### config.mk
export PLATFORM = sky130hd
export DESIGN_NAME = vx_tcu_drl_exp_align
export DESIGN_NICKNAME = d
export VERILOG_FILES = /design/src/rtl/vx_tcu_drl_exp_align.sv
export SDC_FILE = /design/constraint.sdc
export NUM_CORES = 1
export LEC_CHECK = 0
export BUFFER_PORTS_ARGS = -buffer_cell sky130_fd_sc_hd__buf_4
export CORE_ASPECT_RATIO = 0.6
export CORE_MARGIN = 2
export CORE_UTILIZATION = 59
export CTS_CLUSTER_SIZE = 8
export DETAILED_ROUTE_END_ITERATION = 8
export MAX_ROUTING_LAYER = met4
export PLACE_DENSITY = 0.81
export SYNTH_ARGS = -nofsm -noshare
export SYNTH_HDL_FRONTEND = slang
export SYNTH_SLANG_ARGS = --single-unit
### constraint.sdc
create_clock -name clk -period 28.7 [get_ports clk]
set_clock_uncertainty 0.1 [all_clocks]
set_input_delay 5.74 -clock clk [delete_from_list [all_inputs] [get_ports clk]]
set_output_delay 5.74 -clock clk [all_outputs]
set_load 0.02 [all_outputs]
### src/rtl/vx_tcu_drl_exp_align.sv
// Exponent alignment for the TCU dot-product path: per-term exponents, the
// maximum over non-zero terms, and the per-term right shift against it.
// Latency 2 cycles; one global stall (ready_in = ~valid_out | ready_out) holds both stages.
module vx_tcu_drl_exp_align #(
  parameter int NUM_LANES = 8,
  parameter int EXP_W     = 10,
  parameter int SHIFT_W   = 6,
  parameter int W         = 25,
  parameter int WA        = 28
) (
  input  logic                           clk,
  input  logic                           reset,
  input  logic                           cfg_we,
  input  logic [2:0]                     cfg_fmt,
  input  logic [EXP_W-1:0]               cfg_bias,
  input  logic                           valid_in,
  output logic                           ready_in,
  input  logic [2:0]                     fmt_in,
  input  logic [NUM_LANES*8-1:0]         ea_in,
  input  logic [NUM_LANES*8-1:0]         eb_in,
  input  logic [NUM_LANES-1:0]           zero_in,
  input  logic [7:0]                     c_exp_in,
  input  logic                           c_zero_in,
  output logic                           valid_out,
  input  logic                           ready_out,
  output logic [EXP_W-1:0]               max_exp_out,
  output logic [NUM_LANES*SHIFT_W-1:0]   shift_out,
  output logic [SHIFT_W-1:0]             c_shift_out,
  output logic [NUM_LANES:0]             sat_out,
  output logic                           all_zero_out
);

  // Term NUM_LANES is the C addend; lanes 0..NUM_LANES-1 are products.
  localparam int NT = NUM_LANES + 1;
  localparam logic [SHIFT_W-1:0] SHIFT_MAX   = '1;
  localparam logic [EXP_W:0]     SHIFT_MAX_X = (EXP_W+1)'(2**SHIFT_W - 1);
  localparam logic [EXP_W-1:0]   C_ADJ       = EXP_W'(WA - W);

  localparam logic [2:0] FMT_FP16 = 3'd1;
  localparam logic [2:0] FMT_BF16 = 3'd2;
  localparam logic [2:0] FMT_FP8  = 3'd3;
  localparam logic [2:0] FMT_BF8  = 3'd4;
  localparam logic [2:0] FMT_TF32 = 3'd5;

  function automatic logic [EXP_W-1:0] bias_default(input logic [2:0] f);
    case (f)
      FMT_TF32: bias_default = EXP_W'(-124);
      FMT_FP16: bias_default = EXP_W'(100);
      FMT_BF16: bias_default = EXP_W'(-124);
      FMT_FP8:  bias_default = EXP_W'(117);
      FMT_BF8:  bias_default = EXP_W'(101);
      default:  bias_default = '0;
    endcase
  endfunction

  logic                 enable;
  logic                 accept;
  logic [EXP_W-1:0]     bias_tbl [8];

  logic                 v1;
  logic [EXP_W-1:0]     e1 [NT];
  logic [NT-1:0]        z1;
  logic [EXP_W-1:0]     e_next [NT];

  logic [EXP_W-1:0]           max_d;
  logic                       any_d;
  logic [NUM_LANES*SHIFT_W-1:0] shift_d;
  logic [SHIFT_W-1:0]         c_shift_d;
  logic [NT-1:0]              sat_d;
  logic [EXP_W:0]             diff;
  logic [SHIFT_W-1:0]         sh;

  assign enable   = ~valid_out | ready_out;
  assign ready_in = enable;
  assign accept   = valid_in & enable;

  // Bias table: a write lands at the edge, so a same-cycle accept still reads the old entry.
  always_ff @(posedge clk) begin
    if (reset) begin
      for (int i = 0; i < 8; i++) bias_tbl[i] <= bias_default(3'(i));
    end else if (cfg_we) begin
      bias_tbl[cfg_fmt] <= cfg_bias;
    end
  end

  // Stage-1 term exponents, wrapped to EXP_W bits.
  always_comb begin
    for (int i = 0; i < NUM_LANES; i++) begin
      e_next[i] = EXP_W'(ea_in[i*8 +: 8]) + EXP_W'(eb_in[i*8 +: 8]) + bias_tbl[fmt_in];
    end
    e_next[NUM_LANES] = EXP_W'(c_exp_in) + C_ADJ;
  end

  // Stage-1 register: exponents and zero flags captured on accept.
  always_ff @(posedge clk) begin
    if (reset) begin
      v1 <= 1'b0;
      z1 <= '0;
      for (int i = 0; i < NT; i++) e1[i] <= '0;
    end else if (enable) begin
      v1 <= accept;
      if (accept) begin
        z1 <= {c_zero_in, zero_in};
        for (int i = 0; i < NT; i++) e1[i] <= e_next[i];
      end
    end
  end

  // Signed max over non-zero terms, then per-term saturating shift; no live term gives max 0.
  always_comb begin
    max_d     = '0;
    any_d     = 1'b0;
    shift_d   = '0;
    c_shift_d = '0;
    sat_d     = '0;
    diff      = '0;
    sh        = '0;
    for (int i = 0; i < NT; i++) begin
      if (!z1[i] && (!any_d || $signed(e1[i]) > $signed(max_d))) begin
        max_d = e1[i];
        any_d = 1'b1;
      end
    end
    for (int i = 0; i < NT; i++) begin
      // One extra bit so max - e cannot wrap even across the full signed range.
      diff = {max_d[EXP_W-1], max_d} - {e1[i][EXP_W-1], e1[i]};
      if (z1[i] || diff > SHIFT_MAX_X) begin
        sh       = SHIFT_MAX;
        sat_d[i] = 1'b1;
      end else begin
        sh       = diff[SHIFT_W-1:0];
      end
      if (i < NUM_LANES) shift_d[i*SHIFT_W +: SHIFT_W] = sh;
      else               c_shift_d = sh;
    end
  end

  // Stage-2 output register; holds while downstream stalls.
  always_ff @(posedge clk) begin
    if (reset) begin
      valid_out    <= 1'b0;
      max_exp_out  <= '0;
      shift_out    <= '0;
      c_shift_out  <= '0;
      sat_out      <= '0;
      all_zero_out <= 1'b0;
    end else if (enable) begin
      valid_out <= v1;
      if (v1) begin
        max_exp_out  <= max_d;
        shift_out    <= shift_d;
        c_shift_out  <= c_shift_d;
        sat_out      <= sat_d;
        all_zero_out <= ~any_d;
      end
    end
  end

endmodule
==> results.ini, run 1 <==
[synth]
netlist_area_sq_mm = 0.0201
synth_nets = 2538
synthCells = 2058
ys.warnings.count = 0
ys_seq_elements = 254
synth_seq_area_share_pct = 33.7
synth.distinct_cells = 75
avgSynthCellArea_sq_um = 9.76
synth_largest_area_cell = edfxtp_1
synthFlopType = edfxtp_1
synth_area_leaders = edfxtp_1 25%, ha_1 15%, dfxtp_1 8.5%
synth_edf_count = 169
async_flop_share_pct = 0
synth_top_area_share_pct = 25.3

[die]
core-area_sq_mm = 0.0336
ios = 242
dieArea_sq_mm = 0.0356
row_count = 52
die_w_microns = 242
die_h_microns = 147
initial_core_util_pct = 59.7

[place]
port_buffers = 241
globalplace.congestion = 1.01
dp_hpwl_mm = 48.7
placed_cells = 2710

[cts]
h-tree-depth = 2
clock_path_buffers = 3
cts_resized = 0
clkTransAtPathRegs_ps = 50
cts_tree = done
cts_root_buf = clkbuf_16
post_cts_buffers = 0
hold_buffers = 0
clk-insertion-delay-late_ps = 540
numCtsBuffers = 37
clock-sinks = 254

[sta]
slew_headroom_pct = 5.09
rsz0062_at_grt = false
slew_violations = 0
finalCriticalPeriod_ps = 21490
fin_setup_tns_ps = 0
fmax_ghz = 0.0465
hold_violations = 0
min_period_over_period_pct = 74.9
whs_ps = 382
finalSetupViolations = 0
tightestPinTransition_ps = 1380

[global_routing]
antenna_found_initial = 0
track_usage_pct = 36.1
grt_pass1_vias = 17243
grt-ovfl-total = 0
grt_pass1_wl_mm = 95.7
grt_max_degree = 89

[worst_setup_path]
cp_data_required_time_ps = 28940
ff2ff_setup_slack_ps = 7210
end_kind = register
worstSetupPathType = reg -> reg
max_stage_delay_ps = 1190
crit_slowest_cell = mux2i_1
start_kind = register
path_buf_inv = 4
path_delay_family = compound AO/OA/AOI/OAI gates
worstPathMaxFanout = 31
rr_endpoint = shift_out[44]$_SDFFE_PP0P_
crit_top_cell = ha_1
r2r-start = z1[0]$_SDFFE_PP0P_
arrival_ps = 21730
reg2reg_depth = 73

[hold_path]
min_from = v1$_SDFFE_PP0N_
hold_end = valid_out$_SDFFE_PP0N_
hold_depth = 2
hp-class = reg -> reg

[drt]
postRouteWirelength_mm = 61.7
ant_nets = 0
vias = 16896
drc = 0
first_pass_iters = 5
routedWlPerCell_microns = 22.3
drt-vias-per-instance = 6.11
drt_iter0_drc = 1456

[flow_run]
drv_cap = 0

[layout]
antenna_cells = 0
drive_gt1_share_pct = 16.5
mostFrequentLayoutCell = buf_4
final_core_util_pct = 69.6
final_cell_mix = 258 x buf_4, 233 x ha_1, 226 x inv_1
synthToLayoutAreaGrowth_pct = 16.5
fin_nets = 2770
stdcell_count = 2764
num-fill-cells = 2538

[status]
status = finished, final reports clean

synthesized netlist by cell type (10+ instances only):
master / number
a211oi_1: 58
a21boi_0: 22
a21o_1: 23
a21oi_1: 97
a221oi_1: 10
a22o_1: 19
and2_1: 76
and3_1: 10
clkbuf_1: 55
dfxtp_1: 85
edfxtp_1: 169
fa_1: 81
ha_1: 233
inv_1: 227
mux2_2: 20
mux2i_1: 11
mux4_2: 20
nand2_1: 59
nand2b_1: 46
nand3_1: 21
nand4_1: 17
nor2_1: 224
nor2b_1: 40
nor3_1: 46
nor4_1: 12
o211ai_1: 11
o21a_1: 23
o21ai_0: 97
o21bai_1: 12
or2_2: 19
or3_1: 32
xnor2_1: 54
xor2_1: 23
metal layers:
metal,wire (microns),track usage [%]
met3,5770,7.60
met1,26300,48.1
met5,0,-
met2,27700,56.2
met4,1870,10.6
flip-flops by register name, indices dropped and copies added, names as in the netlist:
signal        cells
e1               89
bias_tbl         80
shift_out        48
max_exp_out      10
sat_out           9
z1                9
c_shift_out       6
all_zero_out      1
v1                1
valid_out         1
layout make-up:
class / count / area [sq um] / area share [%]
Sequential cell: 254 / 6780 / 29.0
Clock inverter: 2 / 36.3 / 0.155
Timing Repair Buffer: 258 / 1940 / 8.28
Inverter: 227 / 853 / 3.65
Clock buffer: 52 / 1010 / 4.33
Tap cell: 459 / 574 / 2.45
Multi-Input combinational cell: 1512 / 12200 / 52.2
worst max path at each step:
| stage | from | endpoint | slack, ps | depth (start not counted) |
|---|---|---|---|---|
| floorplan | z1[0]$_SDFFE_PP0P_ | c_shift_out[0]$_SDFFE_PP0P_ | 11320 | 80 |
| global placement | z1[0]$_SDFFE_PP0P_ | shift_out[43]$_SDFFE_PP0P_ | 8030 | 73 |
| detailed placement | z1[0]$_SDFFE_PP0P_ | shift_out[44]$_SDFFE_PP0P_ | 7900 | 71 |
| CTS | z1[0]$_SDFFE_PP0P_ | shift_out[44]$_SDFFE_PP0P_ | 7800 | 71 |
| global route | z1[0]$_SDFFE_PP0P_ | shift_out[43]$_SDFFE_PP0P_ | 5560 | 73 |
| finish | z1[0]$_SDFFE_PP0P_ | shift_out[44]$_SDFFE_PP0P_ | 7210 | 73 |
cell families after synthesis:
| group | synth area share (%) |
|---|---|
| compound gates | 15.0 |
| xor+xnor | 3.36 |
| fa+ha+maj | 22.6 |
| buf+inv | 5.63 |
| flops | 33.7 |
| mux | 3.97 |
| simple gates | 15.7 |
per-stage QoR:
step	cell area (sq um)	setup WS, ps
6_report	23400	7210
5_1_grt	23400	5560
4_1_cts	23400	7800
3_5_place_dp	22400	7900
3_3_place_gp	22400	8030
2_1_floorplan	20100	11320
tightest hold or removal path: cells and delay by family, from the launching register on:
| family | cells | cell delay (ps) |
|---|---|---|
| buffers and inverters | 1 | 70 |
| AO/OA/AOI/OAI | 1 | 50 |
| flip-flops | 1 | 320 |
Power of run 1 is left out: the tool's default activity adds up to more than one toggle a clock period on the data nets, which glitch-free logic cannot reach.
==> run 2, diff against run 1 <==
--- a/config.mk
+++ b/config.mk
@@ -8,11 +8,11 @@
 export BUFFER_PORTS_ARGS = -buffer_cell sky130_fd_sc_hd__buf_4
 export CORE_ASPECT_RATIO = 0.6
 export CORE_MARGIN = 2
-export CORE_UTILIZATION = 59
+export CORE_UTILIZATION = 54
 export CTS_CLUSTER_SIZE = 8
 export DETAILED_ROUTE_END_ITERATION = 8
 export MAX_ROUTING_LAYER = met4
-export PLACE_DENSITY = 0.81
+export PLACE_DENSITY = 0.78
 export SYNTH_ARGS = -nofsm -noshare
 export SYNTH_HDL_FRONTEND = slang
 export SYNTH_SLANG_ARGS = --single-unit
==> constraint.sdc (replaced) <==
create_clock -name clk -period 18.1 [get_ports clk]
set_clock_uncertainty 0.1 [all_clocks]
set_input_delay 3.62 -clock clk [delete_from_list [all_inputs] [get_ports clk]]
set_output_delay 3.62 -clock clk [all_outputs]
set_load 0.02 [all_outputs]
==> run 2 against run 1 <==
Against the previous run:
- first-iteration DRC count increased by 18%
- final cell count increased by 5.5%
- wire length increased by 4.5%
- critical endpoint is now shift_out[25]$_SDFFE_PP0P_
- highest routed layer unchanged
==> results.ini, run 2 (synthesis results as in run 1) <==
[die]
ios = 242
row_count = 54
core-area_sq_mm = 0.0365
die_h_microns = 153
dieArea_sq_mm = 0.0388
initial_core_util_pct = 55.1
die_w_microns = 253

[cts]
hold_buffers = 0
cts_tree = done
clkTransAtPathRegs_ps = 60
numCtsBuffers = 37
clock-sinks = 254
clock_path_buffers = 3
clk-insertion-delay-late_ps = 540
cts_root_buf = clkbuf_16
h-tree-depth = 2

[global_routing]
grt_max_degree = 75
grt-ovfl-total = 0
antenna_found_initial = 1
track_usage_pct = 34.5
grt_pass1_wl_mm = 98.6
grt_pass1_vias = 17655

[sta]
fin_ws_ps = 913
slew_headroom_pct = 29.9
hold_violations = 0
tightestPinTransition_ps = 1030
min_period_over_period_pct = 95.0
fmax_ghz = 0.0582
slew_violations = 0
finalCriticalPeriod_ps = 17190
finalSetupViolations = 0

[drt]
drt-vias-per-instance = 5.92
drt_iter0_drc = 1720
ant_nets = 0
vias = 17251
drc = 0
first_pass_iters = 5
routedWlPerCell_microns = 22.1
postRouteWirelength_mm = 64.5

[layout]
fin_nets = 2895
mostFrequentLayoutCell = buf_4
fin_area_sq_mm = 0.0245
largest_register = e1
num-fill-cells = 2799
final_cell_mix = 378 x buf_4, 233 x ha_1, 226 x inv_1
top_regs = e1 x89, bias_tbl x80, shift_out x48
largest_reg_flops = 89
drive_gt1_share_pct = 21.3
stdcell_count = 2915
synthToLayoutAreaGrowth_pct = 22.2

[hold_path]
min_from = v1$_SDFFE_PP0N_
hold_end = valid_out$_SDFFE_PP0N_
hold_depth = 2
hp-class = reg -> reg

[worst_setup_path]
cp_data_required_time_ps = 18440
reg2reg_depth = 77
rr_endpoint = shift_out[25]$_SDFFE_PP0P_
worstSetupPathType = reg -> reg
worstPathMaxFanout = 22
crit_top_cell = ha_1
crit_slowest_cell = edfxtp_1
ff2ff_setup_slack_ps = 910
max_stage_delay_ps = 510
arrival_ps = 17530
end_kind = register
start_kind = register
r2r-start = e1[0][13]$_SDFFCE_PN0P_

[place]
globalplace.congestion = 0.973
dp_hpwl_mm = 51.3
post-place-ws_ps = -98.1
placed_cell_area_sq_mm = 0.0233
port_buffers = 241
placed_cells = 2844

[status]
status = finished, final reports clean

[flow_run]
drv_cap = 0

[run 2: cell count changes in the layout (fill, tap and decap cells not counted), sizes merged]
cell,change
clkbuf,+8
diode,+1
clkinv,-1
inv,+1
o21ai,+1
buf,+123
o41ai,+1
[run 2: repair_timing]
item                                    in CTS  in global routing
endpoints found under the setup margin      63                 63
gates cloned                                 0                  2
pin swaps                                    0                  5
buffers inserted                             0                  6
gates resized for setup                      2                 30
[run 2: area by class of cell]
class,count,area [sq um],share of cell area (%)
multi-input cells,1514,12400,50.4
flip-flops and latches,254,6780,27.6
repair buffers,381,2900,11.8
clock buffers,60,1020,4.16
inverters,227,853,3.48
well taps,476,596,2.43
clock inverters,2,17.5,0.0714
diodes,1,2.50,0.0102
[run 2: stage by stage]
stage | hold WS (ps) | utilization [%] | TNS [ps]
floorplan | 348 | - | 0
global placement | 366 | 63.8 | 0
detailed placement | 368 | 63.8 | -2080
CTS | 376 | 66.7 | 0
global route | 420 | 67.3 | -1090
finish | 373 | 67.3 | 0
[run 2: metal layers]
metal / global-route usage, % / wire length, microns
met5: - / 0
met4: 11.4 / 2000
met3: 7.78 / 6010
met2: 53.1 / 29200
met1: 45.3 / 27200
[run 2: worst max-delay path: cells and delay by family (launching register included)]
family / cells / cell delay [ps]
buffers and inverters: 12 / 1820
AND/OR/NAND/NOR: 14 / 2480
multiplexers: 2 / 600
AO/OA/AOI/OAI: 40 / 8900
flip-flops: 1 / 510
adder cells (fa/ha/maj): 9 / 2660
[run 2: worst max path at each step]
stage / startpoint / endpoint / cells after the start
6_report: e1[0][13]$_SDFFCE_PN0P_ / shift_out[25]$_SDFFE_PP0P_ / 77
3_3_place_gp: z1[0]$_SDFFE_PP0P_ / shift_out[37]$_SDFFE_PP0P_ / 74
4_1_cts: z1[0]$_SDFFE_PP0P_ / shift_out[24]$_SDFFE_PP0P_ / 73
3_5_place_dp: z1[0]$_SDFFE_PP0P_ / shift_out[34]$_SDFFE_PP0P_ / 73
2_1_floorplan: z1[0]$_SDFFE_PP0P_ / c_shift_out[0]$_SDFFE_PP0P_ / 80
5_1_grt: z1[0]$_SDFFE_PP0P_ / shift_out[21]$_SDFFE_PP0P_ / 79
Power of run 2 is left out for the same reason.
